`src/rtl/slurm16_fetch.sv`:
```
// Slurm16 instruction fetch: owns the program counter, issues single-word reads
// and buffers returned words with their PC in a show-ahead prefetch FIFO.
module slurm16_fetch #(
  parameter int BITS = 16,
  parameter int ADDRESS_BITS = 16,
  parameter int DEPTH = 4,
  parameter logic [ADDRESS_BITS-1:0] RESET_PC = '0
) (
  input  logic                    CLK,
  input  logic                    RST,
  input  logic                    fetch_en,
  output logic                    mem_req,
  output logic [ADDRESS_BITS-1:0] mem_addr,
  input  logic                    mem_gnt,
  input  logic [BITS-1:0]         mem_rdata,
  input  logic                    mem_rvalid,
  output logic [BITS-1:0]         instr,
  output logic [ADDRESS_BITS-1:0] instr_pc,
  output logic                    instr_valid,
  input  logic                    instr_ready,
  input  logic                    branch_req,
  input  logic [ADDRESS_BITS-1:0] branch_target,
  output logic [ADDRESS_BITS-1:0] fetch_pc
);
  localparam int PW = $clog2(DEPTH);
  localparam int CW = PW + 1;
  localparam logic [CW:0] DEPTH_C = (CW+1)'(DEPTH);

  logic [BITS-1:0]         data_q [DEPTH];
  logic [ADDRESS_BITS-1:0] pc_q   [DEPTH];
  logic [PW-1:0]           rd_ptr;
  logic [PW-1:0]           wr_ptr;
  logic [CW-1:0]           count;
  logic                    inflight;
  logic                    discard;
  logic [ADDRESS_BITS-1:0] req_pc;
  logic [CW:0]             credit_used;
  logic                    grant;
  logic                    push;
  logic                    pop;

  // A slot is reserved for every outstanding read, so a return can never overflow.
  always_comb begin
    credit_used = {1'b0, count} + {{CW{1'b0}}, inflight};
    mem_req     = fetch_en && !branch_req && (credit_used < DEPTH_C);
    grant       = mem_req && mem_gnt;
    push        = mem_rvalid && inflight && !discard && !branch_req;
    pop         = instr_valid && instr_ready && !branch_req;
  end

  assign mem_addr    = fetch_pc;
  assign instr_valid = (count != '0);
  assign instr       = data_q[rd_ptr];
  assign instr_pc    = pc_q[rd_ptr];

  always_ff @(posedge CLK or posedge RST) begin
    if (RST) begin
      fetch_pc <= RESET_PC;
      req_pc   <= '0;
      inflight <= 1'b0;
      discard  <= 1'b0;
      count    <= '0;
      rd_ptr   <= '0;
      wr_ptr   <= '0;
      for (int i = 0; i < DEPTH; i++) begin
        data_q[i] <= '0;
        pc_q[i]   <= '0;
      end
    end else if (branch_req) begin
      fetch_pc <= branch_target;
      discard  <= inflight;
      inflight <= 1'b0;
      count    <= '0;
      rd_ptr   <= '0;
      wr_ptr   <= '0;
    end else begin
      discard  <= 1'b0;
      inflight <= grant;
      if (grant) begin
        req_pc   <= fetch_pc;
        fetch_pc <= fetch_pc + ADDRESS_BITS'(1);
      end
      if (push) begin
        data_q[wr_ptr] <= mem_rdata;
        pc_q[wr_ptr]   <= req_pc;
        wr_ptr         <= wr_ptr + PW'(1);
      end
      if (pop) begin
        rd_ptr <= rd_ptr + PW'(1);
      end
      case ({push, pop})
        2'b10:   count <= count + CW'(1);
        2'b01:   count <= count - CW'(1);
        default: ;
      endcase
    end
  end

endmodule

```
`config.mk`:
```
export PLATFORM = sky130hd
export DESIGN_NAME = slurm16_fetch
export DESIGN_NICKNAME = d
export VERILOG_FILES = /design/src/rtl/slurm16_fetch.sv
export SDC_FILE = /design/constraint.sdc
export NUM_CORES = 1
export LEC_CHECK = 0
export CAP_MARGIN = 40
export CORE_MARGIN = 2
export CORE_UTILIZATION = 50
export CTS_BUF_LIST = sky130_fd_sc_hd__clkbuf_8 sky130_fd_sc_hd__clkbuf_16
export CTS_CLUSTER_SIZE = 25
export DETAILED_ROUTE_END_ITERATION = 10
export PLACE_DENSITY = 0.81
export RECOVER_POWER = 100
export SLEW_MARGIN = 20
export SYNTH_ARGS = -nofsm -noshare
export SYNTH_HDL_FRONTEND = slang
export SYNTH_SLANG_ARGS = --single-unit
```
`constraint.sdc`:
```
create_clock -name CLK -period 5.9 [get_ports CLK]
set_input_delay 1.77 -clock CLK [delete_from_list [all_inputs] [get_ports CLK]]
set_output_delay 1.77 -clock CLK [all_outputs]
set_load 0.01 [all_outputs]
```
# After elaboration in Yosys (flattened, before gate mapping)
# Cells that the tools add are included.
# Widths: inputs -> output; s select.
# classes
magnitude_cmp	4
eq_ne	2
bitwise	3
n_reduce_logical	18
mux	20
n_addsub	6
# ops
op	count
$bwmux 64	2
$mux 16	7
$bmux 16 s2	2
$demux 16 s2	1
$add 16x1->16 const B	1
$logic_and 1x1->1	9
$mux 2	4
$ge 3x3->1 const B	2
$not 2->3	2
$pmux 3 s2	1
$reduce_bool 2->1	3
$reduce_bool 3->1	2
$add 2x1->2 const B	2
$add 3x1->4	1
$lt 4x3->1 const B	1
$reduce_and 2->1	2
$add 3x1->3 const B	1
$lt 3x1->1 const B	1
$mux 3	1
$sub 3x1->3 const B	1
$eq 2x1->1 const B	1
$eq 2x2->1 const B	1
$logic_not 1->1	2
$mux 1	2
$not 1->1	1
# totals
output_inout_bits	66
elab_cells	68
register_bits	169
inputBits	39

# Logic depth before layout (Yosys ltp)
# logic_depth
word_depth	6
mapped_depth	8
depth_no_buf	6

# Worst setup path after synthesis
# Ideal clock, no wire load.
# synth_path
path_kind	input to output
startpoint	input branch_req
endpoint	output mem_req
t_arrival_ps	2295
path_slack_ps	1835
stages	3
path_buffers	1
required_ps	4130
cell_sequence	clkbuf_1 -> nor2_1 -> and3_1
# synth_between
elab_chain_len	3
# synth_lines
item	line	text
start, declared	21	input logic branch_req,
$logic_not 1->1	45	mem_req = fetch_en && !branch_req && (credit_used < DEPTH_C);
$logic_and 1x1->1 (2 in series)	45	
end, declared	12	output logic mem_req,
# Every way passes these cells.

# Final worst setup path
# layout_path
startpoint	register rd_ptr[1]
endpoint	output instr_pc[8]
# layout_between
elab_chain_len	4
# layout_lines
item	line	text
start, declared	31	logic [PW-1:0] rd_ptr;
start signal, assigned	89	rd_ptr <= rd_ptr + PW'(1);
$not 2->3 (not written as such)	54	assign instr_pc = pc_q[rd_ptr];
$bmux 16 s2	54	
$mux 16 (not written as such) (2 in series)	54	
end, declared	18	output logic [ADDRESS_BITS-1:0] instr_pc,
# Every way passes these cells. The select of a mux whose other input is x is not followed.

==> impl_metrics.py <==
metrics = {
    "global_routing": {
        "grtUsageTotal_pct": 21.0,
        "first_global_vias": 5231,
        "grt_overflow": 0,
        "grt_max_degree": 100,
        "grt_pass1_wl_um": 26700,
        "antenna_found_initial": 0,
    },
    "floorplan": {
        "die_w_um": 127,
        "die_h_um": 127,
        "core_um2": 15000,
        "fp.dieArea_um2": 16200,
        "boundaryPins": 105,
        "rows": 45,
        "initial_core_util_pct": 50.7,
    },
    "layout": {
        "layout_commonest_cell": "dfrtp_1",
        "final_cell_mix": "dfrtp_1 (169), mux2_2 (129), dlygate4sd3_1 (65)",
        "stdcell_area_um2": 9260,
        "n_antenna_cell": 0,
        "layout.nets": 678,
        "syn_to_final_growth_pct": 21.5,
        "drive_gt1_share_pct": 31.1,
        "fill_cells": 1123,
    },
    "synthesis": {
        "synth_fa_ha_area_share_pct": 1.08,
        "synthCells": 546,
        "yosys-mux-area-fraction_pct": 28.8,
        "synth_edf_count": 0,
        "synth_top_family_by_area": "multiplexers",
        "synthSimpleGateAreaFrac_pct": 7.11,
        "syn-cell-area_um2": 7620,
        "synth_warnings": 0,
        "synth_xor_area_share_pct": 0.805,
        "postSynth.asyncResetShare_pct": 100,
        "synth_compound_area_share_pct": 2.91,
        "synthesis.nets": 591,
        "synth_cell_types": 40,
        "postSynthAreaPerCell_um2": 14.0,
        "yosysSeqAreaShare_pct": 55.5,
        "synthFlopType": "dfrtp_1",
        "ys_ff_latch": 169,
    },
    "clock_network": {
        "cts.sink_count": 169,
        "numCtsBuffers": 17,
        "clkTransAtPathRegs_ns": 0.06,
        "post_cts_buffers": 0,
        "hold_buffers": 0,
        "cts_tree": "yes",
        "postCtsResizedCells": 0,
        "htreeDepth": 4,
        "insertion_delay_ns": 0.42,
        "root_buffer": "clkbuf_16",
        "cts_buffer_depth": 2,
    },
    "worst_setup_path": {
        "end_kind": "primary output",
        "required_ns": 4.13,
        "startpoint_type": "flop",
        "crit_type": "flop to primary output",
        "cp.arrival_ns": 3.43,
        "critical_path.max_fanout": 25,
        "r2r_setup_slack_ns": 3.21,
    },
    "placement": {
        "dp_hpwl_um": 10200,
        "port-buffer-count": 104,
        "dpl-instance-area_um2": 8720,
        "gp_congestion": 0.863,
    },
    "routing": {
        "route.detailed.drc": 0,
        "wire_per_inst_um": 19.2,
        "viasPerCell": 5.68,
        "vias": 4739,
        "dr.pass1.iters": 5,
        "antenna_left": 0,
        "drt-total-wl_um": 16000,
        "drt-initial-drc-count": 213,
    },
    "timing": {
        "totalNegativeSetupSlack_ns": 0,
        "timing.final.hold_violations": 0,
        "finalCritPeriodShare_pct": 88.1,
        "worstMarginPinSlew_ns": 2.36,
        "fin_skew_ns": 0.00493,
        "slew_violations": 126,
        "rsz0062_at_grt": "no",
        "hold_slack_ns": 0.501,
        "layout_min_cycle_time_ns": 5.20,
        "fmax_mhz": 192,
        "setup_viol": 0,
        "slew_headroom_pct": -57.2,
    },
    "pwr": {
        "p_leak_uw": 0.00437,
        "p_per_area_nw_per_um2": 364,
        "power_uw": 3370,
        "max-vdd-ir-drop_mv": 0.234,
    },
    "outcome": {
        "status": "finished, violations left",
        "violations": "capacitance limit, slew limit",
    },
    "worst_hold_path": {
        "worstHoldPathType": "flop to flop",
    },
    "job": {
        "drv_cap": 2,
    },
}
critical path, cell delays in order, from the launching register on:
cell           delay (ns)
dfrtp_1              0.62
clkbuf_1             1.26
mux4_2               0.45
dlygate4sd3_1        0.67
cell families (layout without fill, tap and decap cells):
family | after synthesis | count (layout)
compound gates | 33 | 33
mux | 163 | 163
buf+inv | 53 | 153
xor+xnor | 7 | 7
flops | 169 | 169
fa+ha+maj | 6 | 6
simple gates | 115 | 115
state kept, by name, summed over array words and instances (netlist names):
signal	flops
req_pc	16
count	3
inflight	1
discard	1
fetch_pc	16
wr_ptr	2
data_q	64
rd_ptr	2
pc_q	64
power by group:
| group | internal, uW | switching (uW) | leakage [uW] |
|---|---|---|---|
| Combinational | 494 | 330 | 0.00184 |
| Sequential | 1310 | 161 | 0.00226 |
| Clock | 623 | 444 | 0.000271 |
| Total | 2430 | 935 | 0.00437 |
synthesized netlist by cell type, drive strengths merged (2+ instances only):
library cell  instances  area (um2)
and3                  5        31.3
xor2                  3        26.3
nor2b                 2        12.5
nand4                 6        37.5
nand3                 9        45.0
clkbuf               10        37.5
mux4                 32         721
dfrtp               169        4230
a22oi                 3        22.5
buf                  35         220
o21ai                 9        45.0
o31a                  2        17.5
nor2                 12        45.0
xnor2                 4        35.0
inv                   8        30.0
mux2i                 2        20.0
or4                   4        30.0
and2                  5        31.3
o211ai                6        45.0
or3                   4        25.0
a31oi                 4        25.0
ha                    5        62.6
nand2                63         239
o311ai                2        17.5
a21oi                 3        15.0
mux2                129        1450
routing by layer:
layer / share of wire, % / global-route usage (%)
met1: 45 / 28.1
met2: 50 / 35.1
met3: 4.3 / 4.48
met4: 0.99 / 6.01
met5: 0 / 0
worst paths after layout:
path	start	end	cells past startpoint
worst max-delay path	rd_ptr[1]	instr_pc[8]	3
worst min-delay path	data_q[18]	data_q[18]	1
max in group asynchronous	RST	pc_q[37]	3
worst min register to register	data_q[18]	data_q[18]	1
worst max register to register	count[0]	fetch_pc[4]	5
min in group asynchronous	RST	data_q[34]	2
through the flow:
step           cells  setup slack, ns  util (%)
3_3_place_gp     802             1.07      58.0
3_5_place_dp     802             1.07      58.0
5_1_grt          834            0.503      61.6
6_report         834            0.703      61.6
4_1_cts          834             1.05      61.9
2_1_floorplan    546             1.84         -
area by class of cell:
cell class | count | area [um2] | area share (%)
flip-flops and latches | 169 | 4230 | 45.7
inverters | 8 | 31.3 | 0.338
well taps | 188 | 235 | 2.54
clock buffers | 21 | 480 | 5.19
multi-input cells | 324 | 3100 | 33.5
clock inverters | 11 | 97.6 | 1.05
repair buffers | 113 | 1090 | 11.7
Power figures use the tool's default switching activity.
